### config.mk
export PLATFORM = sky130hd
export DESIGN_NAME = fb_pattern_writer
export DESIGN_NICKNAME = d
export VERILOG_FILES = /design/src/rtl/fb_pattern_writer.sv
export SDC_FILE = /design/constraint.sdc
export NUM_CORES = 1
export LEC_CHECK = 0
export CAP_MARGIN = 10
export CORE_UTILIZATION = 51
export CTS_CLUSTER_DIAMETER = 150
export DETAILED_ROUTE_END_ITERATION = 10
export PLACE_DENSITY = 0.86
export SETUP_SLACK_MARGIN = 0.2
export SLEW_MARGIN = 15
export SYNTH_ARGS = -nofsm -noshare
export SYNTH_HDL_FRONTEND = slang
export SYNTH_SLANG_ARGS = --single-unit
### constraint.sdc
create_clock -name clk -period 5.4 [get_ports clk]
set_clock_uncertainty 0.2 [all_clocks]
set_input_delay 1.62 -clock clk [delete_from_list [all_inputs] [get_ports clk]]
set_output_delay 1.62 -clock clk [all_outputs]
set_load 0.02 [all_outputs]
### src/rtl/fb_pattern_writer.sv
// fb_pattern_writer: paints an H_VISIBLE x V_VISIBLE framebuffer region with one
// of four test patterns, one pixel per AXI write (single transaction in flight).
// Optional build macro FB_PATTERN_WRITER_BRESP_EN: when defined, a non-OKAY
// bresp sets a sticky error flag; otherwise bresp is ignored and error is 0.
//
// state   | meaning
// --------+---------------------------------------------------------------
// S_IDLE  | waiting for start; pattern settings latched on start
// S_WRITE | awvalid/wvalid offered for the current pixel
// S_RESP  | both channels accepted, bready high, waiting for bvalid
// S_DONE  | one-cycle done pulse after the final response
module fb_pattern_writer #(
  parameter int AXI_ADDR_WIDTH = 20,
  parameter int AXI_DATA_WIDTH = 16,
  parameter int COLOR_BITS     = 4,
  parameter int H_VISIBLE      = 640,
  parameter int V_VISIBLE      = 480,
  parameter int BASE_ADDR      = 0,
  parameter int CHECK_SHIFT    = 5
) (
  input  logic                        clk,
  input  logic                        reset,
  input  logic                        start,
  input  logic [1:0]                  mode,
  input  logic [3*COLOR_BITS-1:0]     solid_color,
  output logic                        busy,
  output logic                        done,
  output logic                        error,
  output logic [AXI_ADDR_WIDTH-1:0]   axi_awaddr,
  output logic                        axi_awvalid,
  input  logic                        axi_awready,
  output logic [AXI_DATA_WIDTH-1:0]   axi_wdata,
  output logic [AXI_DATA_WIDTH/8-1:0] axi_wstrb,
  output logic                        axi_wvalid,
  input  logic                        axi_wready,
  input  logic [1:0]                  axi_bresp,
  input  logic                        axi_bvalid,
  output logic                        axi_bready
);

  function automatic int max2(input int a, input int b);
    return (a > b) ? a : b;
  endfunction

  localparam int PIX_W   = 3 * COLOR_BITS;
  // Counters must be wide enough for the frame extent and for the bits the
  // gradient and checkerboard patterns select from them.
  localparam int CNT_W   = max2(max2($clog2(H_VISIBLE + 1), $clog2(V_VISIBLE + 1)),
                                max2(CHECK_SHIFT + 1, COLOR_BITS));
  // Narrow frames (H_VISIBLE < 8) still get 1-pixel bars instead of 0-wide ones.
  localparam int BAR_W   = max2(H_VISIBLE / 8, 1);
  localparam int BAR_CW  = max2($clog2(BAR_W), 1);

  localparam logic [CNT_W-1:0]          X_LAST   = CNT_W'(H_VISIBLE - 1);
  localparam logic [CNT_W-1:0]          Y_LAST   = CNT_W'(V_VISIBLE - 1);
  localparam logic [BAR_CW-1:0]         BAR_LAST = BAR_CW'(BAR_W - 1);
  localparam logic [AXI_ADDR_WIDTH-1:0] BASE     = AXI_ADDR_WIDTH'(BASE_ADDR);

  typedef enum logic [1:0] {S_IDLE, S_WRITE, S_RESP, S_DONE} state_t;

  state_t                    state, next_state;
  logic [CNT_W-1:0]          x, y;
  logic [AXI_ADDR_WIDTH-1:0] addr;
  logic [1:0]                mode_q;
  logic [PIX_W-1:0]          color_q;
  logic                      aw_done, w_done;
  logic [BAR_CW-1:0]         bar_cnt;
  logic [2:0]                bar_idx;
  logic                      aw_hs, w_hs, b_hs, last_pix;
  logic [COLOR_BITS-1:0]     r, g, b;
  logic [CNT_W-1:0]          xy;

  assign aw_hs    = axi_awvalid && axi_awready;
  assign w_hs     = axi_wvalid && axi_wready;
  assign b_hs     = (state == S_RESP) && axi_bvalid;
  assign last_pix = (x == X_LAST) && (y == Y_LAST);

  // State register.
  always_ff @(posedge clk) begin
    if (reset) state <= S_IDLE;
    else       state <= next_state;
  end

  // Next-state decode.
  always_comb begin
    next_state = state;
    case (state)
      S_IDLE:  if (start) next_state = S_WRITE;
      S_WRITE: if ((aw_done || aw_hs) && (w_done || w_hs)) next_state = S_RESP;
      S_RESP:  if (axi_bvalid) next_state = last_pix ? S_DONE : S_WRITE;
      S_DONE:  next_state = S_IDLE;
      default: next_state = S_IDLE;
    endcase
  end

  // FSM outputs; each valid drops once its own channel has been accepted.
  always_comb begin
    busy        = (state == S_WRITE) || (state == S_RESP);
    done        = (state == S_DONE);
    axi_awvalid = (state == S_WRITE) && !aw_done;
    axi_wvalid  = (state == S_WRITE) && !w_done;
    axi_bready  = (state == S_RESP);
  end

  // Pixel position, address and bar tracking; the address simply increments
  // because row-major order makes y*H_VISIBLE+x contiguous.
  always_ff @(posedge clk) begin
    if (reset) begin
      x       <= '0;
      y       <= '0;
      addr    <= '0;
      mode_q  <= '0;
      color_q <= '0;
      aw_done <= 1'b0;
      w_done  <= 1'b0;
      bar_cnt <= '0;
      bar_idx <= '0;
    end else begin
      case (state)
        S_IDLE: begin
          if (start) begin
            mode_q  <= mode;
            color_q <= solid_color;
            x       <= '0;
            y       <= '0;
            addr    <= BASE;
            aw_done <= 1'b0;
            w_done  <= 1'b0;
            bar_cnt <= '0;
            bar_idx <= '0;
          end
        end
        S_WRITE: begin
          if (aw_hs) aw_done <= 1'b1;
          if (w_hs)  w_done  <= 1'b1;
        end
        S_RESP: begin
          if (b_hs) begin
            aw_done <= 1'b0;
            w_done  <= 1'b0;
            if (!last_pix) begin
              addr <= addr + 1'b1;
              if (x == X_LAST) begin
                x       <= '0;
                y       <= y + 1'b1;
                bar_cnt <= '0;
                bar_idx <= '0;
              end else begin
                x <= x + 1'b1;
                if (bar_cnt == BAR_LAST) begin
                  bar_cnt <= '0;
                  if (bar_idx != 3'd7) bar_idx <= bar_idx + 3'd1;
                end else begin
                  bar_cnt <= bar_cnt + 1'b1;
                end
              end
            end
          end
        end
        default: ;
      endcase
    end
  end

`ifdef FB_PATTERN_WRITER_BRESP_EN
  // Sticky error: cleared only by reset or an accepted start.
  always_ff @(posedge clk) begin
    if (reset)                           error <= 1'b0;
    else if (state == S_IDLE && start)   error <= 1'b0;
    else if (b_hs && axi_bresp != 2'b00) error <= 1'b1;
  end
`else
  logic unused_bresp;
  assign unused_bresp = ^axi_bresp;
  assign error        = 1'b0;
`endif

  // Pattern colour for the current pixel.
  always_comb begin
    r  = '0;
    g  = '0;
    b  = '0;
    xy = x ^ y;
    case (mode_q)
      2'd0: begin
        r = x[COLOR_BITS-1:0];
        g = y[COLOR_BITS-1:0];
        b = xy[COLOR_BITS-1:0];
      end
      2'd1: {r, g, b} = color_q;
      2'd2: begin
        r = {COLOR_BITS{x[CHECK_SHIFT] ^ y[CHECK_SHIFT]}};
        g = r;
        b = r;
      end
      default: begin
        r = {COLOR_BITS{bar_idx[2]}};
        g = {COLOR_BITS{bar_idx[1]}};
        b = {COLOR_BITS{bar_idx[0]}};
      end
    endcase
  end

  // Pixel word: zero-padded {r,g,b}, blue in the LSBs.
  always_comb begin
    axi_wdata            = '0;
    axi_wdata[PIX_W-1:0] = {r, g, b};
  end

  assign axi_awaddr = addr;
  assign axi_wstrb  = '1;

endmodule

==> results of run 1 <==
layout make-up:
cell class | instances | area [sq um]
well taps | 96 | 120.1
multi-input cells | 358 | 2092
inverters | 10 | 37.54
clock buffers | 12 | 155.1
clock inverters | 4 | 47.55
repair buffers | 61 | 598.1
fillers | 570 | 2420
flip-flops and latches | 68 | 1361
placed cells by master (no fill, tap or decap), types with 5 or more instances in the layout:
cell / n
nand3_1: 22
or4_1: 10
buf_4: 5
nor2_1: 35
xor2_1: 7
dfxtp_1: 68
inv_1: 8
clkbuf_8: 11
or3_1: 15
nand4_1: 6
ha_1: 10
a31oi_1: 6
conb_1: 7
o31ai_1: 8
nor4_1: 7
xnor2_1: 5
clkdlybuf4s50_1: 56
a21oi_1: 47
nand2_1: 58
nor2b_1: 8
mux2i_1: 8
o211ai_1: 7
and3_1: 6
o21ai_0: 35
nor3_1: 7
metrics by stage:
stage,instance area [sq um],worst slack (ps),hold slack (ps),instances
floorplan,3645,2000,236.0,466
global placement,4209,1234,244.7,593
detailed placement,4209,1195,249.3,593
CTS,4412,1024,260.1,609
global route,4412,743.4,286.9,609
finish,4412,1013,258.6,609
metal layers:
metal,global-route usage [%],up-vias
met5,0,-
li1,-,1766
met4,9.697,0
met3,3.905,12
met2,42.50,123
met1,30.14,1733
power groups by stage:
stage | logic (uW) | registers [uW] | clock network [uW]
2_1_floorplan | 342 | 561 | 0
3_3_place_gp | 466 | 575 | 0
3_5_place_dp | 473 | 577 | 0
4_1_cts | 477 | 565 | 438
5_1_grt | 529 | 570 | 461
6_report | 480 | 565 | 438
worst paths after layout:
check | to | slack (ps) | cells past startpoint
worst min-delay path | color_q[5] | 260 | 2
worst max register to register | bar_cnt[1] | 1850 | 7
worst max-delay path | axi_wdata[7] | 1010 | 5
worst min register to register | color_q[5] | 260 | 2
sequential cells by signal, indices dropped and copies added (netlist names):
name        cells
aw_done         1
axi_awaddr     20
bar_cnt         7
bar_idx         3
color_q        12
mode_q          2
state           2
w_done          1
x              10
y              10
worst reg2reg max path, delay by kind of cell (launching register included):
kind                       cells  cell delay, ps
DFF                            1             500
AOI/OAI and AO/OA              2             880
buffers and inverters          1             360
and+or+nand+nor                3            1230
adders and majority gates      1             270
logic make-up after synthesis:
kind of cell,after synthesis,share of synthesized area [%]
flip-flops,68,37.54
multiplexers,8,2.209
AND/OR/NAND/NOR,189,26.29
buffers and inverters,40,5.279
AO/OA/AOI/OAI,132,22.12
other,2,0.2071
XOR/XNOR,12,2.899
adder cells (fa/ha/maj),10,3.451
==> reports/metrics.cfg, run 1 <==
[clock_tree]
cts_root_buffer=clkbuf_8
cts_buffers=9
htreeDepth=3
cts_hold_buf=0
post_cts_buffers=0
clk_pin_slew_ps=80
cts_num_sinks=68
postCtsResizedCells=0
clk-insertion-delay-late_ps=350
clock_path_buffers=2
cts_tree=done

[power]
p_leak_uw=0.001470
max-vdd-ir-drop_uv=284.5
clkPwrFrac_pct=29.5
p_int_uw=938.1
pwr-share-comb_pct=32.3
pwr-share-seq_pct=38.1
power.switching_uw=544.5
p_per_area_nw_per_um2=336.1
swShare_pct=36.73
p_total_uw=1483

[global_route]
grt_max_degree=46
grt_pass1_wl_mm=14.59
grt_pass1_vias=3323
antenna_found_initial=0
overflow=0
grt.total_usage_pct=24.40

[setup_path]
path_class=flop to output port
crit_start=mode_q[0]
path_buf_inv=2
end_kind=output port
r2r_start=y[0]
path_delay_family=buffers and inverters
crit_top_cell=o21ai_0
crit_chain=inv_1 -> a21boi_0 -> o21ai_0 -> o21ai_0 -> clkdlybuf4s50_1
cp_max_fo=18
slowest_stage=dfxtp_1
crit_path_start_kind=flop
cp.arrival_ps=2570
slowest_delay_ps=780
required_ps=3580

[route]
drt-total-wl_mm=8.788
top_layer_used=met4
drt_iter0_markers=335
firstDrtPassIters=5
wl_met2_mm=4.291
routedWlPerCell_um=14.43
ant_nets=0
wl_met1_mm=3.829
drcViolationCount=0
drt-vias-per-instance=5.967
wl_met3_um=504
via_count=3634

[layout]
antenna_cells=0
nNetsFinal=540
layout-drive-gt1-share_pct=6.043
area_growth_pct=21.67
fin_util_pct=64.58

[yosys]
async_reset_ff_share_pct=0
syn_area_per_cell_sq_um=7.865
synth_top_cell_by_area=dfxtp_1
ys_types=58
yosysWarnings=0
synth_edf_count=0
netlist_instances=461
synthTopCellsByCount=dfxtp_1 (68), nand2_1 (58), a21oi_1 (47)
synth_area_sq_um=3626
synthTopCellsByArea=dfxtp_1 (38%), a21oi_1 (6.5%), nand2_1 (6.0%), o21ai_0 (4.8%), nor2_1 (3.6%)
ys_seq_area_share_pct=37.54
synth_top_area_share_pct=37.54
synth_most_common_cell=dfxtp_1
ys_seq_elements=68
synth_flop_cell=dfxtp_1

[sta]
tightest_slew_ps=1032
slew_violations=0
fin_crit_ps=4387
max_freq_ghz=0.2280
worst_slew_margin_rel_pct=30.54
finalSetupViolCount=0
rsz0062_at_grt=no
fin_crit_sh_pct=81.24
setup_tns_ps=0
hold_viol_final=0

[floorplanning]
core_sq_um=6832
initial_core_util_pct=53.08
fp-row-count=30
die_h_um=86.32
die_w_um=86.32
die_area_sq_um=7451
ios=66

[worst_hold_path]
worstHoldStart=color_q[5]
min_path_type=flop to flop

[flow_run]
cap_violations=0

[placed_design]
globalplace.congestion=0.8477
port_buffers=56
dp_hpwl_mm=5.989

[run_status]
status=finished, final reports clean

(Power assumes the default switching activity.)
==> run 2, diff against run 1 <==
==> constraint.sdc (replaced) <==
create_clock -name clk -period 4.1 [get_ports clk]
set_clock_uncertainty 0.2 [all_clocks]
set_input_delay 1.23 -clock clk [delete_from_list [all_inputs] [get_ports clk]]
set_output_delay 1.23 -clock clk [all_outputs]
set_load 0.02 [all_outputs]
==> reports/metrics.cfg, run 2 (synthesis gave the netlist of run 1 again) <==
[layout]
nNetsFinal=546
largest_reg_flops=20
final_area_sq_um=4451
antenna_cells=0
area_growth_pct=22.74
final_cell_mix=dfxtp_1 (68), nand2_1 (58), clkdlybuf4s50_1 (56)
layout-drive-gt1-share_pct=6.551
layout_commonest_cell=dfxtp_1

[power]
max-vdd-ir-drop_uv=453.0
p_per_area_nw_per_um2=442.0
p_leak_uw=0.001494

[route]
drt_iter0_markers=269
routedWlPerCell_um=14.88
via_count=3653
ant_nets=0
drt-vias-per-instance=5.940
drcViolationCount=0
drt-total-wl_mm=9.154
firstDrtPassIters=5

[placed_design]
place_area_sq_um=4254
port_buffers=56
globalplace.congestion=0.8363
dp_hpwl_mm=6.188

[sta]
slew_violations=0
finalSetupViolCount=0
tightest_slew_ps=1006
max_freq_ghz=0.2664
worst_slew_margin_rel_pct=32.49
rsz0062_at_grt=no
hold_viol_final=0
setup_tns_ps=0
fin_crit_ps=3754
fin_crit_sh_pct=91.57

[setup_path]
cp.arrival_ps=2320
end_kind=output port
path_class=flop to output port
crit_top_cell=o21ai_0
slowest_delay_ps=640
cp_max_fo=14
required_ps=2670
crit_path_start_kind=flop
crit_chain=a21boi_0 -> o21ai_0 -> o21ai_0 -> clkdlybuf4s50_1
slowest_stage=clkdlybuf4s50_1

[clock_tree]
cts_buffers=9
htreeDepth=3
cts_num_sinks=68
clock_path_buffers=2
post_cts_buffers=0
clk-insertion-delay-late_ps=350
cts_root_buffer=clkbuf_8
clk_pin_slew_ps=70
postCtsResizedCells=0
cts_tree=done
cts_hold_buf=0

[flow_run]
cap_violations=0

[global_route]
grt.total_usage_pct=25.85
grt_pass1_vias=3392
grt_max_degree=45
antenna_found_initial=0
overflow=0
grt_pass1_wl_mm=15.22

[run_status]
status=finished, final reports clean

[floorplanning]
ios=66
initial_core_util_pct=53.08
fp-row-count=30
die_area_sq_um=7451
die_h_um=86.32
core_sq_um=6832
die_w_um=86.32

[worst_hold_path]
min_path_type=flop to flop

run 2: stage by stage:
| stage | hold slack, ps | worst slack (ps) | util [%] | power [uW] | cells |
|---|---|---|---|---|---|
| floorplan | 236.0 | 1090 | - | 1190 | 466 |
| detailed placement | 250.6 | 492.1 | 62.27 | 1399 | 599 |
| CTS | 260.5 | 363.0 | 65.15 | 1968 | 615 |
| finish | 260.6 | 345.6 | 65.15 | 1967 | 615 |
| global route | 289.2 | 214.6 | 65.15 | 2077 | 615 |
| global placement | 243.2 | 534.3 | 62.27 | 1387 | 599 |
run 2: worst paths after layout:
check                           startpoint      endpoint  slack, ps  depth (start not counted)
worst min-delay path            color_q[2]    color_q[2]        260                          2
worst min register to register  color_q[2]    color_q[2]        260                          2
worst max register to register        y[0]    bar_cnt[3]        820                          7
worst max-delay path             mode_q[1]  axi_wdata[7]        350                          4
run 2: power by group:
part,internal [uW],switching (uW)
Combinational,235,428
Sequential,701,36.1
Clock,316,251
Total,1250,715
run 2: area by class of cell:
class                           instances  area (sq um)
Inverter                               10         37.54
Sequential cell                        68          1361
Timing Repair Buffer                   67         643.1
Tap cell                               96         120.1
Fill cell                             585          2381
Clock inverter                          1         30.03
Clock buffer                           15         166.4
Multi-Input combinational cell        358          2092
run 2: critical path, delay by kind of cell (launching register included):
family | cells | cell delay (ps)
AO/OA/AOI/OAI | 3 | 770
buffers and inverters | 1 | 640
flip-flops | 1 | 550
run 2: layer usage:
layer	track usage [%]	vias to the layer above	part of all wire [%]
li1	-	1779	-
met1	32.26	1712	43
met4	12.73	0	2.7
met2	42.42	137	48
met5	0	-	0
met3	5.524	25	5.6
